### src/rtl/cregs_wbus_arbiter.sv
// Round-robin arbiter and write sequencer for the shared write bus into the
// A/L/Q/Z central registers: one registered grant, one write enable per cycle.
module cregs_wbus_arbiter #(
  parameter int NREQ  = 4,
  parameter int WIDTH = 16
) (
  input  logic                      clk,
  input  logic                      reset,
  input  logic [NREQ-1:0]           req,
  input  logic [2*NREQ-1:0]         req_sel,
  input  logic [WIDTH*NREQ-1:0]     req_data,
  input  logic                      hold,
  output logic [NREQ-1:0]           gnt,
  output logic                      wr_a,
  output logic                      wr_l,
  output logic                      wr_q,
  output logic                      wr_z,
  output logic [WIDTH-1:0]          wbus,
  output logic [$clog2(NREQ)-1:0]   dbg_ptr
);

  localparam int PW = $clog2(NREQ);

  // Handshake: a requester keeps req/req_sel/req_data stable until it sees its
  // gnt bit high; the last mask stops one request from being granted twice.

  logic [PW-1:0]    ptr;
  logic [NREQ-1:0]  last;
  logic [NREQ-1:0]  elig;
  logic             win_valid;
  logic [PW-1:0]    win_idx;
  logic [PW-1:0]    next_ptr;
  logic [1:0]       win_sel;
  logic [WIDTH-1:0] win_data;
  logic [NREQ-1:0]  win_onehot;
  int               idx;

  // Scan from the highest offset down so the last hit is the first index
  // at or after ptr in wrap-around order.
  always_comb begin
    elig      = hold ? '0 : (req & ~last);
    win_valid = 1'b0;
    win_idx   = '0;
    idx       = 0;
    for (int k = NREQ - 1; k >= 0; k--) begin
      idx = int'(ptr) + k;
      if (idx >= NREQ) idx = idx - NREQ;
      if (elig[idx]) begin
        win_valid = 1'b1;
        win_idx   = idx[PW-1:0];
      end
    end
  end

  always_comb begin
    win_sel    = req_sel[2*win_idx +: 2];
    win_data   = req_data[WIDTH*win_idx +: WIDTH];
    win_onehot = '0;
    win_onehot[win_idx] = 1'b1;
    next_ptr   = (win_idx == PW'(NREQ - 1)) ? '0 : win_idx + 1'b1;
  end

  always_ff @(posedge clk) begin
    if (reset) begin
      gnt  <= '0;
      wr_a <= 1'b0;
      wr_l <= 1'b0;
      wr_q <= 1'b0;
      wr_z <= 1'b0;
      wbus <= '0;
      ptr  <= '0;
      last <= '0;
    end else if (win_valid) begin
      gnt  <= win_onehot;
      wr_a <= (win_sel == 2'd0);
      wr_l <= (win_sel == 2'd1);
      wr_q <= (win_sel == 2'd2);
      wr_z <= (win_sel == 2'd3);
      wbus <= win_data;
      ptr  <= next_ptr;
      last <= win_onehot;
    end else begin
      // No winner: bus keeps its last word, pointer stays put.
      gnt  <= '0;
      wr_a <= 1'b0;
      wr_l <= 1'b0;
      wr_q <= 1'b0;
      wr_z <= 1'b0;
      last <= '0;
    end
  end

  assign dbg_ptr = ptr;

endmodule
### config.mk
export PLATFORM = sky130hd
export DESIGN_NAME = cregs_wbus_arbiter
export DESIGN_NICKNAME = d
export VERILOG_FILES = /design/src/rtl/cregs_wbus_arbiter.sv
export SDC_FILE = /design/constraint.sdc
export NUM_CORES = 1
export LEC_CHECK = 0
export CAP_MARGIN = 10
export CORE_MARGIN = 1.5
export CORE_UTILIZATION = 36
export CTS_BUF_LIST = sky130_fd_sc_hd__clkbuf_8
export CTS_CLUSTER_DIAMETER = 60
export DETAILED_ROUTE_END_ITERATION = 10
export GPL_TIMING_DRIVEN = 0
export PLACE_DENSITY = 0.82
export SLEW_MARGIN = 10
export SYNTH_ARGS = -nofsm -noshare
export SYNTH_HDL_FRONTEND = slang
export SYNTH_SLANG_ARGS = --single-unit
### constraint.sdc
create_clock -name clk -period 2.1 [get_ports clk]
set_input_delay 0.42 -clock clk [delete_from_list [all_inputs] [get_ports clk]]
set_output_delay 0.42 -clock clk [all_outputs]
set_load 0.05 [all_outputs]
## Word-level counts from Yosys, hierarchy flattened

Index checks and enable logic that the tools add are counted.

- Reduce and logical (&&, ||, !) cells: 3
- Bitwise logic cells: 3
- $add $sub $neg: 8
- Equality and inequality tests: 4
- Magnitude comparators: 10
- Shift-type cells: 2
- Multiplexer cells: 28

Operators by type and width:

| cell | number |
|---|---|
| 32-bit by 4-bit < comparator with 1-bit output, second input constant | 4 |
| 32-bit two-way mux | 4 |
| 64-bit by 7-bit variable part select with 16-bit output | 1 |
| 1-bit two-way mux | 13 |
| 3-bit by 3-bit subtractor with 4-bit output, second input constant | 3 |
| 2-bit two-way mux | 5 |
| 3-bit >= comparator, second input constant | 3 |
| 1-bit binary-select mux with 2-bit select | 4 |
| 8-bit by 4-bit variable part select with 2-bit output | 1 |
| 2-bit by 2-bit adder with 3-bit output, second input constant | 2 |
| 2-bit equality test, second input constant | 3 |
| 4-bit AND | 1 |
| 4-bit two-way mux | 1 |
| 4-bit inverter | 1 |
| 2-bit by 3-bit subtractor with 4-bit output, second input constant | 1 |
| 2-bit by 1-bit adder with 3-bit output, second input constant | 1 |
| 2-bit by 3-bit >= comparator with 1-bit output, second input constant | 1 |
| 2-bit by 3-bit < comparator with 1-bit output, second input constant | 1 |
| 2-bit by 1-bit adder with 2-bit output, second input constant | 1 |
| 1-bit demux with 2-bit select | 1 |
| 2-bit by 1-bit equality test with 1-bit output, second input constant | 1 |
| 2-bit by 1-bit >= comparator with 1-bit output, second input constant | 1 |
| 2-bit logical NOT | 1 |
| 2-bit OR reduction | 1 |
| 2 further kinds | 2 |

- Flip-flop bits (word level): 26
- Word-level logic and storage cells: 65

## Longest topological paths before layout

- Depth after elaboration: 14
- Gate-level depth with buffers: 8

## Worst setup path after synthesis

Ideal clock, no wire load.

- Path type: register to register
- Start: reg ptr[1] (netlist: dbg_ptr[1])
- End: reg wbus[10]
- Cell stages (with the launch flop): 7
- Arrival: 1.985 ns
- Slack: -0.006 ns
- Clock period less this slack: 2.106 ns
- Cells stage by stage: dfxtp_1 nor4b_1 nor2_1 nand3_4 buf_6 mux2_1 a221o_1

- Word-level cells in the longest chain between the ends: 11
- Elaborated cells on any way between the ends: 36
- Classes of those cells: 7 x add/sub; 4 x order compare; 1 x shift; 24 x mux

Ends and longest elaborated chain:

| element | RTL line | text |
|---|---|---|
| start: declaration | 27 | `logic [PW-1:0] ptr;` |
| start signal: assignment | 80 | `ptr <= next_ptr;` |
| 2-bit by 2-bit adder with 3-bit output | 46 | `idx = int'(ptr) + k;` |
| 3-bit by 3-bit subtractor with 4-bit output / 3-bit >= comparator (equally long branches) | 47 | `if (idx >= NREQ) idx = idx - NREQ;` |
| 32-bit two-way mux | 47 |  |
| 1-bit binary-select mux with 2-bit select | 48 | `if (elig[idx]) begin` |
| 1-bit two-way mux (implied by the code) (2 in series) | 48 |  |
| 2-bit two-way mux (4 in series) | 48 |  |
| 64-bit by 7-bit variable part select with 16-bit output | 57 | `win_data = req_data[WIDTH*win_idx +: WIDTH];` |
| end signal: assignment | 79 | `wbus <= win_data;` |
| end: declaration | 18 | `output logic [WIDTH-1:0] wbus,` |

Several ways; a longest one is shown, not always the timed one. The select of a mux whose other input is x is not followed.
A chain may end at the register's enable or synchronous reset.

## Final worst setup path

- Start: in req[3]
- End: reg wbus[7]

- Word-level cells in the longest chain between the ends: 10
- Elaborated cells on any way between the ends: 23
- Classes of those cells: 1 x shift; 21 x mux; 1 x bitwise

Ends and longest elaborated chain:

| element | RTL line | text |
|---|---|---|
| start: declaration | 9 | `input logic [NREQ-1:0] req,` |
| 4-bit AND * | 41 | `elig = hold ? '0 : (req & ~last);` |
| 4-bit two-way mux * | 41 |  |
| 1-bit binary-select mux with 2-bit select | 48 |  |
| 1-bit two-way mux (implied by the code) (2 in series) | 48 |  |
| 2-bit two-way mux (4 in series) | 48 |  |
| 64-bit by 7-bit variable part select with 16-bit output | 57 |  |

Every way passes the cells marked *; elsewhere a longest branch is shown, timed or not. The select of a mux whose other input is x is not followed.

==> results.ini <==
[logic_synthesis]
muxShareOfSynthArea_pct=28.6
synth_enable_flop_cells=0
synth_area_leader_cell=dfxtp_1
ys.flop_type=dfxtp_1
synthXorXnorAreaFrac_pct=0
synth.cell_area_mm2=0.00153
syn_area_per_cell_um2=10.2
yosysTopAreaCellShare_pct=34.0
syn_nets=233
seq_area_frac_synth_pct=34.0
synth-simple-area-share_pct=15.0
synthArstFlopShare_pct=0
synthAdderAreaFrac_pct=3.27
ys_warn_count=0
synth_cell_types=30
synth.area.top_cells=dfxtp_1, mux2_1, mux2i_1
netlist_instances=150
ys_ff_latch=26
synth_compound_area_share_pct=14.9
synth_top_family_by_area=multiplexers

[critical_path]
critPathLaunch=req[3]
critPathKind=in2reg
cp_max_fo=10
crit_chain=clkdlybuf4s50_1 > nand2b_1 > a41oi_2 > and2b_2 > nand3_2 > buf_4 > nor2_1 > a221o_1
arrival_ns=2.21
cp-start-kind=primary input
crit_required_ns=2.26
slowest_delay_ns=0.39
regToRegStartpoint=dbg_ptr[1]
endpoint_kind=register
cpMaxStageDelayCell=clkdlybuf4s50_1

[clock_network]
cts.hold.buffers_added=0
cts_tree=done
root_buffer=clkbuf_8
clk_latency_ns=0.27
clock-sinks=26
clockBufferDepth=2
clkTransAtPathRegs_ns=0.09
htree_levels=1
cts_buffers=3

[pwr]
power_frac_comb_pct=43.4
p_int_mw=1.06
switchingPower_uw=506
pwr-share-clk_pct=20.7
p_seq_share_pct=35.9
swShare_pct=32.4
leakage_nw=1.24
ir_worst_vdd_uv=294
p_per_area_mw_per_mm2=546

[sta]
finalMaxSlewViolations=0
slew_headroom_pct=64.9
fin_crit_ns=2.05
finalSetupViolations=0
max_freq_mhz=488
hold_viol_final=0
worst_pin_slew_ns=0.525
setup_ws_ns=0.0528
rsz0062_at_grt=yes
setup_tns_ns=0
fin_crit_sh_pct=97.5
clock_skew_ns=0.00150

[global_routing]
track_usage_pct=21.2
grt_max_degree=15
grt_pass1_wl_um=7340
grt_pass1_vias=1597
antenna_found_initial=0
overflow=0

[placed_design]
place_congestion=0.708
place_area_mm2=0.00264
dp_hpwl_um=3650
placed_cells=304
preCtsSetupSlack_ns=-0.523
portBuffers=104

[detailed_routing]
dr.pass1.iters=4
avgRoutedWirePerCell_um=14.9
drtAntennaViolNets=0
route.detailed.drc=0
viasPerCell=5.04
vias=1584
drt_iter0_markers=52
finalWirelength_um=4690

[cells_and_area]
final_cell_mix=clkdlybuf4s50_1, dfxtp_1, nor2_1
layout.nets=348
multiInputGateArea_mm2=0.00101
diodes=0
layout_commonest_cell=clkdlybuf4s50_1
drive_above_1_share_pct=14.0
seqCellArea_um2=522
fillers=329
syn_to_final_growth_pct=87.1
fin_cells=314
final_area_mm2=0.00287

[die]
dieArea_mm2=0.00466
fp-row-count=23
initial_utilization_pct=37.8
core_area_mm2=0.00406
ios=105
die_y_um=68.3
die_w_um=68.3

[run_status]
status=finished clean

[job]
maxCapViolations=0

[worst_hold_path]
hp-class=reg2reg
min_from=wbus[14]

==> critical path: cells and delay by family <==
family          cells  cell delay [ns]
compound gates      2             0.46
buf+inv             2             0.60
simple gates        4             0.71
==> through the flow <==
| stage | utilization (%) | hold WS [ns] | power [mW] |
|---|---|---|---|
| 2_1_floorplan | - | 0.485 | 0.914 |
| 3_3_place_gp | 65.0 | 0.469 | 1.18 |
| 3_5_place_dp | 65.0 | 0.472 | 1.19 |
| 4_1_cts | 70.4 | 0.495 | 1.57 |
| 5_1_grt | 70.7 | 0.508 | 1.64 |
| 6_report | 70.7 | 0.491 | 1.56 |
==> power by group through the flow <==
stage	registers, mW	logic, mW	clock network (mW)
2_1_floorplan	0.714	0.200	0
3_3_place_gp	0.570	0.611	0
3_5_place_dp	0.572	0.618	0
4_1_cts	0.562	0.679	0.328
5_1_grt	0.567	0.721	0.350
6_report	0.562	0.679	0.324
==> final timing paths <==
check	endpoint	slack [ns]	depth (start not counted)
worst min-delay path	wbus[14]	0.49	1
worst min register to register	wbus[14]	0.49	1
worst max register to register	wbus[10]	0.11	6
worst max-delay path	wbus[7]	0.05	8
==> synth_stat cells, types with 2 or more instances <==
cell       instances
nand2b_1           4
a221o_1           16
mux2_1            18
and2_1             4
ha_1               4
inv_1              5
nor2_1            24
a2bb2oi_1          2
nor2b_1            2
dfxtp_1           26
nand2_1            3
mux4_2             2
buf_2              4
o21ai_1            2
mux2i_1           19
==> cells by family after synthesis <==
kind of cell,count (synthesis)
AND/OR/NAND/NOR,44
multiplexers,39
flip-flops,26
AO/OA/AOI/OAI,24
buffers and inverters,13
adder cells (fa/ha/maj),4
==> timing repair <==
action,4_1_cts,5_1_grt
cloned,2,0
hold endpoints to repair,0,0
pin swaps,5,0
endpoints found under the setup margin,21,21
buffers inserted,4,0
resized for setup,23,6
==> flip-flops by register name, summed over array words and instances, names as in the netlist <==
register  count
wr_z          1
wbus         16
last          4
wr_q          1
wr_l          1
dbg_ptr       2
wr_a          1
==> layer usage <==
layer	vias up	share of wire (%)	track usage, %
li1	784	-	-
met1	730	40	24.6
met2	66	52	39.1
met3	4	7.4	5.76
met4	0	0.92	4.00
met5	-	0	0
==> area by class of cell <==
cell class	count	area share, %
flip-flops and latches	26	18.2
inverters	6	0.785
well taps	50	2.18
repair buffers	110	39.2
plain buffers	7	2.44
multi-input cells	111	35.3
clock buffers	4	1.92
No activity file was read; power rests on OpenSTA's default activity.
